--- config.mk ---
export PLATFORM = sky130hd
export DESIGN_NAME = msrv32_ifetch_buffer_flat
export DESIGN_NICKNAME = d
export VERILOG_FILES = /design/src/rtl/msrv32_ifetch_buffer_if.sv /design/src/rtl/msrv32_ifetch_buffer.sv /design/src/flat_wrapper.sv
export SDC_FILE = /design/constraint.sdc
export NUM_CORES = 1
export LEC_CHECK = 0
export CELL_PAD_IN_SITES_DETAIL_PLACEMENT = 1
export CELL_PAD_IN_SITES_GLOBAL_PLACEMENT = 2
export CORE_MARGIN = 1.5
export CORE_UTILIZATION = 37
export DETAILED_ROUTE_END_ITERATION = 10
export PLACE_DENSITY = 0.9
export SLEW_MARGIN = 20
export SYNTH_ARGS = -nofsm -noshare
export SYNTH_HDL_FRONTEND = slang
export SYNTH_SLANG_ARGS = --single-unit
--- constraint.sdc ---
create_clock -name clk_in -period 9.29 [get_ports clk_in]
set_clock_uncertainty 0.15 [all_clocks]
set_input_delay 0.929 -clock clk_in [delete_from_list [all_inputs] [get_ports clk_in]]
set_output_delay 0.929 -clock clk_in [all_outputs]
set_load 0.005 [all_outputs]
--- src/rtl/msrv32_ifetch_buffer_if.sv ---
// ---------------------------------------------------------------------------
// msrv32_ifetch_buffer_if
// Bundles the signals of the instruction-fetch buffer that face the rest of
// the core:
//   - redirect:     flush_in, flush_pc_in
//   - AHB-Lite bus: haddr_out, htrans_out, hready_in, hrdata_in, hresp_in
//   - decode side:  valid_out, ready_in, instr_out, pc_out, fault_out
// The master modport is the fetch buffer's view. The slave modport is the
// view of its surroundings (bus slave, PC unit and decode together).
// ---------------------------------------------------------------------------
interface msrv32_ifetch_buffer_if;
  logic        flush_in;
  logic [31:0] flush_pc_in;
  logic [31:0] haddr_out;
  logic [1:0]  htrans_out;
  logic        hready_in;
  logic [31:0] hrdata_in;
  logic        hresp_in;
  logic        valid_out;
  logic        ready_in;
  logic [31:0] instr_out;
  logic [31:0] pc_out;
  logic        fault_out;

  modport master (
    input  flush_in, flush_pc_in, hready_in, hrdata_in, hresp_in, ready_in,
    output haddr_out, htrans_out, valid_out, instr_out, pc_out, fault_out
  );

  modport slave (
    output flush_in, flush_pc_in, hready_in, hrdata_in, hresp_in, ready_in,
    input  haddr_out, htrans_out, valid_out, instr_out, pc_out, fault_out
  );
endinterface

--- src/rtl/msrv32_ifetch_buffer.sv ---
// ---------------------------------------------------------------------------
// msrv32_ifetch_buffer
// This is the instruction-fetch stage that sits after the PC unit. It
// prefetches words in sequence over an AHB-Lite instruction port. Each
// result is stored in a small FIFO as {pc, instruction, fault}, and the head
// entry is offered to decode with a valid/ready handshake. A flush redirects
// fetch to a new target and discards every response that is still in flight.
//
// Ports:
//   clk_in    clock, rising edge
//   rst_n_in  synchronous active-low reset
//   bus       msrv32_ifetch_buffer_if.master. It carries the redirect, the
//             AHB signals and the decode handshake.
//
// Parameters: BOOT_ADDRESS is the fetch address after reset. DEPTH is the
// number of FIFO entries and must be a power of 2 from 2 to 8.
//
// Optional feature, enabled with the macro MSRV32_IFB_BYPASS_EN: while the
// FIFO is empty, a completing response is shown on the head outputs in the
// same cycle. If decode accepts it in that cycle, it is never written into
// the FIFO.
// ---------------------------------------------------------------------------
module msrv32_ifetch_buffer #(
  parameter logic [31:0] BOOT_ADDRESS = 32'h0000_0000,
  parameter int unsigned DEPTH        = 2
) (
  input logic                    clk_in,
  input logic                    rst_n_in,
  msrv32_ifetch_buffer_if.master bus
);
  localparam int unsigned AW          = $clog2(DEPTH);
  localparam int unsigned CW          = AW + 2;
  localparam logic [31:0] NOP_INSTR   = 32'h0000_0013;
  localparam logic [1:0]  HTRANS_IDLE = 2'b00;
  localparam logic [1:0]  HTRANS_NSEQ = 2'b10;

  typedef enum logic [0:0] {ADDR_FREE = 1'b0, ADDR_HELD = 1'b1} addr_state_e;

  addr_state_e   addr_state_q, addr_state_d;
  logic [31:0]   fetch_pc_q, fetch_pc_d;
  logic          dp_pending_q, dp_pending_d;
  logic [31:0]   dp_pc_q, dp_pc_d;
  logic          discard_q, discard_d;
  logic          hold_discard_q, hold_discard_d;
  logic          redirect_pend_q, redirect_pend_d;
  logic [31:0]   redirect_pc_q, redirect_pc_d;
  logic [AW:0]   count_q, count_d;
  logic [AW-1:0] rd_ptr_q, rd_ptr_d, wr_ptr_q, wr_ptr_d;
  logic [31:0]   last_instr_q, last_instr_d, last_pc_q, last_pc_d;
  logic          last_fault_q, last_fault_d;
  logic [31:0]   fifo_pc_q    [DEPTH];
  logic [31:0]   fifo_instr_q [DEPTH];
  logic          fifo_fault_q [DEPTH];

  logic [31:0]   flush_target_s, resp_instr_s, head_pc_s, head_instr_s;
  logic [CW-1:0] occupancy_s, limit_s;
  logic          head_fault_s, fifo_nonempty_s, byp_s, valid_s, pop_s, fifo_pop_s;
  logic          push_s, issue_s, addr_active_s, accept_s, dp_done_s, resp_keep_s;

  // Bus, handshake and FIFO control decisions for the current cycle.
  always_comb begin
    flush_target_s  = bus.flush_pc_in & ~32'h0000_0003;
    dp_done_s       = dp_pending_q & bus.hready_in;
    resp_keep_s     = dp_done_s & ~discard_q & ~bus.flush_in;
    resp_instr_s    = bus.hresp_in ? NOP_INSTR : bus.hrdata_in;
    fifo_nonempty_s = (count_q != {(AW+1){1'b0}});
`ifdef MSRV32_IFB_BYPASS_EN
    byp_s           = resp_keep_s & ~fifo_nonempty_s;
`else
    byp_s           = 1'b0;
`endif
    valid_s         = fifo_nonempty_s | byp_s;
    pop_s           = valid_s & bus.ready_in;
    fifo_pop_s      = pop_s & fifo_nonempty_s;
    push_s          = resp_keep_s & ~(byp_s & bus.ready_in);
    // Compare count - pop + dp_pending < DEPTH with pop moved to the right,
    // so that the subtraction can never go negative.
    occupancy_s     = CW'(count_q) + CW'(dp_pending_q);
    limit_s         = CW'(DEPTH) + CW'(pop_s);
    issue_s         = ~bus.flush_in & (occupancy_s < limit_s);
    // A held address phase keeps driving NONSEQ whatever the issue rule says.
    addr_active_s   = rst_n_in & ((addr_state_q == ADDR_HELD) | issue_s);
    accept_s        = addr_active_s & bus.hready_in;

    if (fifo_nonempty_s) begin
      head_pc_s    = fifo_pc_q[rd_ptr_q];
      head_instr_s = fifo_instr_q[rd_ptr_q];
      head_fault_s = fifo_fault_q[rd_ptr_q];
    end else if (byp_s) begin
      head_pc_s    = dp_pc_q;
      head_instr_s = resp_instr_s;
      head_fault_s = bus.hresp_in;
    end else begin
      head_pc_s    = last_pc_q;
      head_instr_s = last_instr_q;
      head_fault_s = last_fault_q;
    end
  end

  // Address-phase FSM: an address phase is held until hready_in is seen high.
  always_comb begin
    addr_state_d = addr_state_q;
    case (addr_state_q)
      ADDR_FREE: begin
        if (addr_active_s && !bus.hready_in) begin
          addr_state_d = ADDR_HELD;
        end else begin
          addr_state_d = ADDR_FREE;
        end
      end
      ADDR_HELD: begin
        if (bus.hready_in) begin
          addr_state_d = ADDR_FREE;
        end else begin
          addr_state_d = ADDR_HELD;
        end
      end
      default: addr_state_d = ADDR_FREE;
    endcase
  end

  // Next state for the fetch pointer, the data phase, the discard flags and the FIFO bookkeeping.
  always_comb begin
    fetch_pc_d      = fetch_pc_q;
    dp_pending_d    = dp_pending_q;
    dp_pc_d         = dp_pc_q;
    discard_d       = discard_q;
    hold_discard_d  = hold_discard_q;
    redirect_pend_d = redirect_pend_q;
    redirect_pc_d   = redirect_pc_q;

    if (accept_s) begin
      dp_pending_d    = 1'b1;
      dp_pc_d         = fetch_pc_q;
      // A held phase that a flush overtook still completes, but its data is stale.
      discard_d       = bus.flush_in | hold_discard_q;
      hold_discard_d  = 1'b0;
      redirect_pend_d = 1'b0;
      if (bus.flush_in) begin
        fetch_pc_d = flush_target_s;
      end else if (redirect_pend_q) begin
        fetch_pc_d = redirect_pc_q;
      end else begin
        fetch_pc_d = fetch_pc_q + 32'd4;
      end
    end else begin
      if (dp_done_s) begin
        dp_pending_d = 1'b0;
        discard_d    = 1'b0;
      end else if (bus.flush_in && dp_pending_q) begin
        discard_d = 1'b1;
      end else begin
        discard_d = discard_q;
      end
      if (bus.flush_in) begin
        if (addr_state_q == ADDR_HELD) begin
          // haddr_out must not move while the phase is held, so the target is parked.
          hold_discard_d  = 1'b1;
          redirect_pend_d = 1'b1;
          redirect_pc_d   = flush_target_s;
        end else begin
          fetch_pc_d = flush_target_s;
        end
      end else begin
        fetch_pc_d = fetch_pc_q;
      end
    end

    if (bus.flush_in) begin
      count_d  = {(AW+1){1'b0}};
      rd_ptr_d = {AW{1'b0}};
      wr_ptr_d = {AW{1'b0}};
    end else begin
      count_d  = count_q + (AW+1)'(push_s) - (AW+1)'(fifo_pop_s);
      rd_ptr_d = rd_ptr_q + AW'(fifo_pop_s);
      wr_ptr_d = wr_ptr_q + AW'(push_s);
    end

    last_pc_d    = head_pc_s;
    last_instr_d = head_instr_s;
    last_fault_d = head_fault_s;
  end

  // State registers, with synchronous reset.
  always_ff @(posedge clk_in) begin
    if (!rst_n_in) begin
      addr_state_q    <= ADDR_FREE;
      fetch_pc_q      <= BOOT_ADDRESS;
      dp_pending_q    <= 1'b0;
      dp_pc_q         <= 32'h0000_0000;
      discard_q       <= 1'b0;
      hold_discard_q  <= 1'b0;
      redirect_pend_q <= 1'b0;
      redirect_pc_q   <= 32'h0000_0000;
      count_q         <= {(AW+1){1'b0}};
      rd_ptr_q        <= {AW{1'b0}};
      wr_ptr_q        <= {AW{1'b0}};
      last_instr_q    <= NOP_INSTR;
      last_pc_q       <= 32'h0000_0000;
      last_fault_q    <= 1'b0;
    end else begin
      addr_state_q    <= addr_state_d;
      fetch_pc_q      <= fetch_pc_d;
      dp_pending_q    <= dp_pending_d;
      dp_pc_q         <= dp_pc_d;
      discard_q       <= discard_d;
      hold_discard_q  <= hold_discard_d;
      redirect_pend_q <= redirect_pend_d;
      redirect_pc_q   <= redirect_pc_d;
      count_q         <= count_d;
      rd_ptr_q        <= rd_ptr_d;
      wr_ptr_q        <= wr_ptr_d;
      last_instr_q    <= last_instr_d;
      last_pc_q       <= last_pc_d;
      last_fault_q    <= last_fault_d;
    end
  end

  // FIFO storage write port. The storage itself is not reset; count_q decides what is valid.
  always_ff @(posedge clk_in) begin
    if (rst_n_in && push_s) begin
      fifo_pc_q[wr_ptr_q]    <= dp_pc_q;
      fifo_instr_q[wr_ptr_q] <= resp_instr_s;
      fifo_fault_q[wr_ptr_q] <= bus.hresp_in;
    end
  end

  assign bus.haddr_out  = fetch_pc_q;
  assign bus.htrans_out = addr_active_s ? HTRANS_NSEQ : HTRANS_IDLE;
  assign bus.valid_out  = valid_s;
  assign bus.instr_out  = head_instr_s;
  assign bus.pc_out     = head_pc_s;
  assign bus.fault_out  = head_fault_s;
endmodule

--- src/flat_wrapper.sv ---
// flat-port wrapper written by rule: the top's interface ports become plain ports
module msrv32_ifetch_buffer_flat 
#(
  parameter logic [31:0] BOOT_ADDRESS = 32'h0000_0000,
  parameter int unsigned DEPTH        = 2
)
  (clk_in, rst_n_in, bus_flush_in, bus_flush_pc_in, bus_hready_in, bus_hrdata_in, bus_hresp_in, bus_ready_in, bus_haddr_out, bus_htrans_out, bus_valid_out, bus_instr_out, bus_pc_out, bus_fault_out);
  msrv32_ifetch_buffer_if bus_i ();
  input logic clk_in;
  input logic rst_n_in;
  input wire logic [$bits(bus_i.flush_in)-1:0] bus_flush_in;
  input wire logic [$bits(bus_i.flush_pc_in)-1:0] bus_flush_pc_in;
  input wire logic [$bits(bus_i.hready_in)-1:0] bus_hready_in;
  input wire logic [$bits(bus_i.hrdata_in)-1:0] bus_hrdata_in;
  input wire logic [$bits(bus_i.hresp_in)-1:0] bus_hresp_in;
  input wire logic [$bits(bus_i.ready_in)-1:0] bus_ready_in;
  output wire logic [$bits(bus_i.haddr_out)-1:0] bus_haddr_out;
  output wire logic [$bits(bus_i.htrans_out)-1:0] bus_htrans_out;
  output wire logic [$bits(bus_i.valid_out)-1:0] bus_valid_out;
  output wire logic [$bits(bus_i.instr_out)-1:0] bus_instr_out;
  output wire logic [$bits(bus_i.pc_out)-1:0] bus_pc_out;
  output wire logic [$bits(bus_i.fault_out)-1:0] bus_fault_out;
  assign bus_i.flush_in = bus_flush_in;
  assign bus_i.flush_pc_in = bus_flush_pc_in;
  assign bus_i.hready_in = bus_hready_in;
  assign bus_i.hrdata_in = bus_hrdata_in;
  assign bus_i.hresp_in = bus_hresp_in;
  assign bus_i.ready_in = bus_ready_in;
  assign bus_haddr_out = bus_i.haddr_out;
  assign bus_htrans_out = bus_i.htrans_out;
  assign bus_valid_out = bus_i.valid_out;
  assign bus_instr_out = bus_i.instr_out;
  assign bus_pc_out = bus_i.pc_out;
  assign bus_fault_out = bus_i.fault_out;
  msrv32_ifetch_buffer #(.BOOT_ADDRESS(BOOT_ADDRESS), .DEPTH(DEPTH)) u_core (.clk_in(clk_in), .rst_n_in(rst_n_in), .bus(bus_i));
endmodule
======== Word-level counts from Yosys, hierarchy flattened ========
Memories as Yosys holds them, arrays and structs flattened. A register that Yosys moved wholly into a read port is not among the register bits.
Cells that the tools add are included.
storage, ports and cells
  output and inout bits ................... 100
  bits of input ports ..................... 70
  memories kept ........................... 3
  bits in writable memories ............... 130
  register bits ........................... 167
cells by class
  $add $sub $neg .......................... 7
  equality and inequality tests ........... 1
  mux-type cells .......................... 23
  magnitude comparators ................... 1
  reductions and logical operators ........ 13
  bitwise operators ....................... 15
memories
  memory               words  width  rd ports  clocked after memory_dff  write ports  RTL line                    RTL
  u_core.fifo_instr_q  2      32     1         1                         1            msrv32_ifetch_buffer.sv:52  logic [31:0] fifo_instr_q [DEPTH];
  u_core.fifo_pc_q     2      32     1         1                         1            msrv32_ifetch_buffer.sv:51  logic [31:0] fifo_pc_q [DEPTH];
  u_core.fifo_fault_q  2      1      1         1                         1            msrv32_ifetch_buffer.sv:53  logic fifo_fault_q [DEPTH];
operators by type and width
  cell                                            count
  two-way mux 32 bit                              8
  adder 32 x 3 -> 32 bit (second input constant)  1
  two-way mux 1 bit                               13
  AND 1 bit                                       8
  nonzero test 2 bit                              3
  inverter 1 bit                                  5
  AND reduction 2 bit                             2
  OR reduction 2 bit                              2
  adder 2 x 1 -> 3 bit                            1
  adder 2 x 1 -> 3 bit (first input constant)     1
  logical AND 1 bit                               3
  < comparator 3 bit                              1
  AND reduction 3 bit                             1
  nonzero test 3 bit                              1
  adder 1 bit                                     2
  adder 2 x 1 -> 2 bit                            1
  two-way mux 2 bit                               1
  != test 2 bit (second input constant)           1
  bitwise OR 1 bit                                2
  case mux 1 bit (2 select lines)                 1
  subtractor 2 x 1 -> 2 bit                       1
  zero test 1 bit                                 1

======== Longest topological paths before layout ========
  word-level depth ........................ 10
  mapped depth ............................ 9
  mapped depth without buffers ............ 8

======== Worst setup path after synthesis ========
Ideal clock, no wire load.
  kind .................................... input port to flip-flop
  from .................................... input port bus_flush_in
  to ...................................... memory u_core.fifo_fault_q[0] (enable)
  arrival ................................. 4.376 ns
  setup slack ............................. 4.280 ns
  path buffers ............................ 1
  data required time ...................... 8.656 ns
  stages .................................. 4
  cells stage by stage .................... buf_1 nor4bb_1 nand2_1 nor2_1
on the way
  word-level cells in the longest chain between the ends .. 5
ends and longest elaborated chain
  what                                     RTL line                     RTL
  start, declared                          flat_wrapper.sv:11           input wire logic [$bits(bus_i.flush_in)-1:0] bus_flush_in;
  inverter 1 bit                           msrv32_ifetch_buffer.sv:64   resp_keep_s = dp_done_s & ~discard_q & ~bus.flush_in;
  AND 1 bit                                msrv32_ifetch_buffer.sv:64
  logical AND 1 bit                        msrv32_ifetch_buffer.sv:221  if (rst_n_in && push_s) begin
  two-way mux 1 bit                        msrv32_ifetch_buffer.sv:221
  two-way mux 1 bit (not written as such)  msrv32_ifetch_buffer.sv:224  fifo_fault_q[wr_ptr_q] <= bus.hresp_in;
  end, declared                            msrv32_ifetch_buffer.sv:53
Every way passes these cells.

======== Final worst setup path ========
  from .................................... input port bus_flush_in
  to ...................................... output port bus_htrans_out[1]
on the way
  word-level cells in the longest chain between the ends .. 5
ends and longest elaborated chain
  what               RTL line                     RTL
  inverter 1 bit     msrv32_ifetch_buffer.sv:80   issue_s = ~bus.flush_in & (occupancy_s < limit_s);
  AND 1 bit          msrv32_ifetch_buffer.sv:80
  bitwise OR 1 bit   msrv32_ifetch_buffer.sv:82   addr_active_s = rst_n_in & ((addr_state_q == ADDR_HELD) | issue_s);
  AND 1 bit          msrv32_ifetch_buffer.sv:82
  two-way mux 2 bit  msrv32_ifetch_buffer.sv:229  assign bus.htrans_out = addr_active_s ? HTRANS_NSEQ : HTRANS_IDLE;
  end, declared      flat_wrapper.sv:18           output wire logic [$bits(bus_i.htrans_out)-1:0] bus_htrans_out;
Every way passes these cells.

==> results.toml <==
[sta]
slew_violations = 0
finalSetupTns_ps = 0
setup_ws_ps = 5240
fin_crit_ps = 4050
worstMarginPinSlew_ps = 1020
finalSetupViolCount = 0
timing.fmax_ghz = 0.247
grt_setup_unrepaired = "no"
slew_headroom = 0.323
timing.final.crit_share = 0.436
hold_viol = 0

[run_status]
outcome = "complete, no violations"

[grt]
track_usage = 0.194
grt_max_degree = 132
antenna_found_initial = 0
top_usage_layer = "met2"
use_met1 = 0.255
first_global_vias = 9062
grt_pass1_wl_um = 50500
met3_usage = 0.0320
gr-total-overflow = 0
grtUsageMet2 = 0.324

[placed_design]
portBuffers = 164
place_ws_ps = 4990
dpl.hpwl_um = 20200
place.gp.congestion = 0.797

[final_layout]
layout-drive-gt1-share = 0.0671
nNetsFinal = 1347
syn_to_final_growth_pct = 26.9
antenna_cells = 0

[critical_path]
max_stage_delay_ps = 460
worst-path-buf-inv = 4
crit_start = "bus_flush_in"
reg2reg_from = "u_core.bus.haddr_out[2]"
endpoint_kind = "output port"
crit_slowest_cell = "clkdlybuf4s50_1"
arrival_ps = 2970
crit_chain = "clkdlybuf4s50_1, buf_4, nor2_1, a21oi_1, nand2b_1, inv_1, clkdlybuf4s50_1"
path_max_fanout = 31
worst_setup_path_start_kind = "primary input"
path_class = "in2out"
cpLargestDelayFamily = "buffers and inverters"
crit_top_cell = "clkdlybuf4s50_1"
required_ps = 8210

[clocking]
clkTransAtPathRegs_ps = 60
cts_buffer_depth = 3
root_buffer = "clkbuf_16"
ctsResizeCount = 0
cts_tree = "done"
worstSkewPairLatency_ps = 510
postCtsHoldBufs = 0
cts_htree_levels = 2
cts_buffers = 34
cts_sinks = 289
postCtsSetupRepairBufs = 0

[floorplanning]
initial_core_util = 0.374
core_area_um2 = 31400
die-area_um2 = 32800
die_x_um = 181
fp.dieH_um = 181
rows = 65
io_pins = 170

[synthesis]
synth_ff_type = "dfxtp_1"
synth.area.top_cells = "edfxtp_1, dfxtp_1, nand2_1, mux2i_1, o21ai_0"
yosys.area.top_type_share = 0.322
synth_edf_count = 126
synth_cell_type_count = 58
synth_cells = 1135
ys_ff_latch = 289
synthArstFlopShare = 0
ys_seq_area_frac = 0.600
avgSynthCellArea_um2 = 10.3
ys_warn_count = 0
syn_area_um2 = 11700
yosysTopAreaCell = "edfxtp_1"

[power]
p_leak_nw = 5.06
power_density_nw_per_um2 = 200
ir_drop_v = 0.000122
p_total_mw = 2.98

[drt]
drc = 0
drt_iter0_drc = 449
post_drt_wl_per_cell_um = 18.8
firstDrtPassIters = 5
wl_um = 31900
viasPerCell = 5.13
ant_nets = 0
vias = 8708

[job]
maxCapViolCount = 0

[min_path]
hp-start = "u_core.redirect_pc_q[4]"
hold_class = "reg2reg"
## kinds of logic after synthesis
kind of cell,count (synthesis),synth area share
muxes,72,0.0618
other,1,0.000319
adders and majority gates,5,0.00533
buffers and inverters,91,0.0318
and+or+nand+nor,414,0.169
DFF,289,0.600
AOI/OAI and AO/OA,241,0.116
xor gates and xnor gates,22,0.0164
## worst min-delay path, stage by stage, from the launching register on
cell	delay, ps
dfxtp_1	310
nand2_1	50
a21oi_1	50
## sequential cells by signal, indices dropped and copies added, names as in the netlist, 2 cells and up
register / count
u_core.count_q: 2
u_core.bus.haddr_out: 30
u_core.redirect_pc_q: 30
u_core.fifo_fault_q: 2
u_core.last_pc_q: 32
u_core.fifo_instr_q: 64
u_core.fifo_pc_q: 60
u_core.dp_pc_q: 30
u_core.last_instr_q: 32
## final timing paths
check | to | slack, ps | cells past startpoint
hold reg to reg | u_core.redirect_pc_q[4] | 300 | 2
hold / removal | u_core.redirect_pc_q[4] | 300 | 2
setup reg to reg | u_core.bus.haddr_out[26] | 6420 | 7
setup / recovery | bus_htrans_out[1] | 5240 | 7
## through the flow
| step | area [um^2] | utilization | hold slack [ps] | cells |
|---|---|---|---|---|
| floorplan | 11800 | - | 275 | 1137 |
| global placement | 13700 | 0.436 | 284 | 1637 |
| detailed placement | 13700 | 0.436 | 290 | 1637 |
| CTS | 14900 | 0.474 | 307 | 1698 |
| global route | 14900 | 0.475 | 317 | 1699 |
| finish | 14900 | 0.475 | 304 | 1699 |
## layout make-up
| cell class | count | area [um^2] |
|---|---|---|
| clock buffers | 50 | 1010 |
| clock inverters | 11 | 164 |
| fillers | 3419 | 16500 |
| inverters | 13 | 48.8 |
| multi-input cells | 757 | 4370 |
| flip-flops and latches | 289 | 7050 |
| well taps | 402 | 503 |
| repair buffers | 177 | 1760 |
## layer usage
| layer | wire length, um | up-vias |
|---|---|---|
| met4 | 898 | 0 |
| met3 | 1410 | 61 |
| met2 | 14900 | 210 |
| met1 | 14700 | 4208 |
| li1 | - | 4229 |
| met5 | 0 | - |
## synthesized netlist by cell type (7+ instances only)
cell and instances:
dfxtp_1 163, xor2_1 10, and2_1 63, nand3_1 14, edfxtp_1 126, a21oi_1 59, nand4_1 7, nor2b_1 31
clkbuf_1 56, o22ai_1 7, buf_2 14, nor3_1 8, nand2_1 223, xnor2_1 12, nor2_1 30, o21ai_0 125
or2_2 7, inv_1 12, mux2i_1 68
## power breakdown
part / switching, mW / internal, mW
Clock: 0.511 / 0.870
Sequential: 0.0363 / 1.35
Combinational: 0.103 / 0.101
## cell usage in the layout, fill, tap and decap left out, types with 12 or more instances in the layout
cell type,count
inv_1,12
clkdlybuf4s50_1,162
nor2b_1,31
xnor2_1,12
nand3_1,14
nand2_1,223
clkbuf_16,37
mux2i_1,68
o21ai_0,125
dfxtp_1,162
a21oi_1,59
and2_1,63
buf_4,12
edfxtp_1,126
nor2_1,26
(Power assumes the default switching activity.)
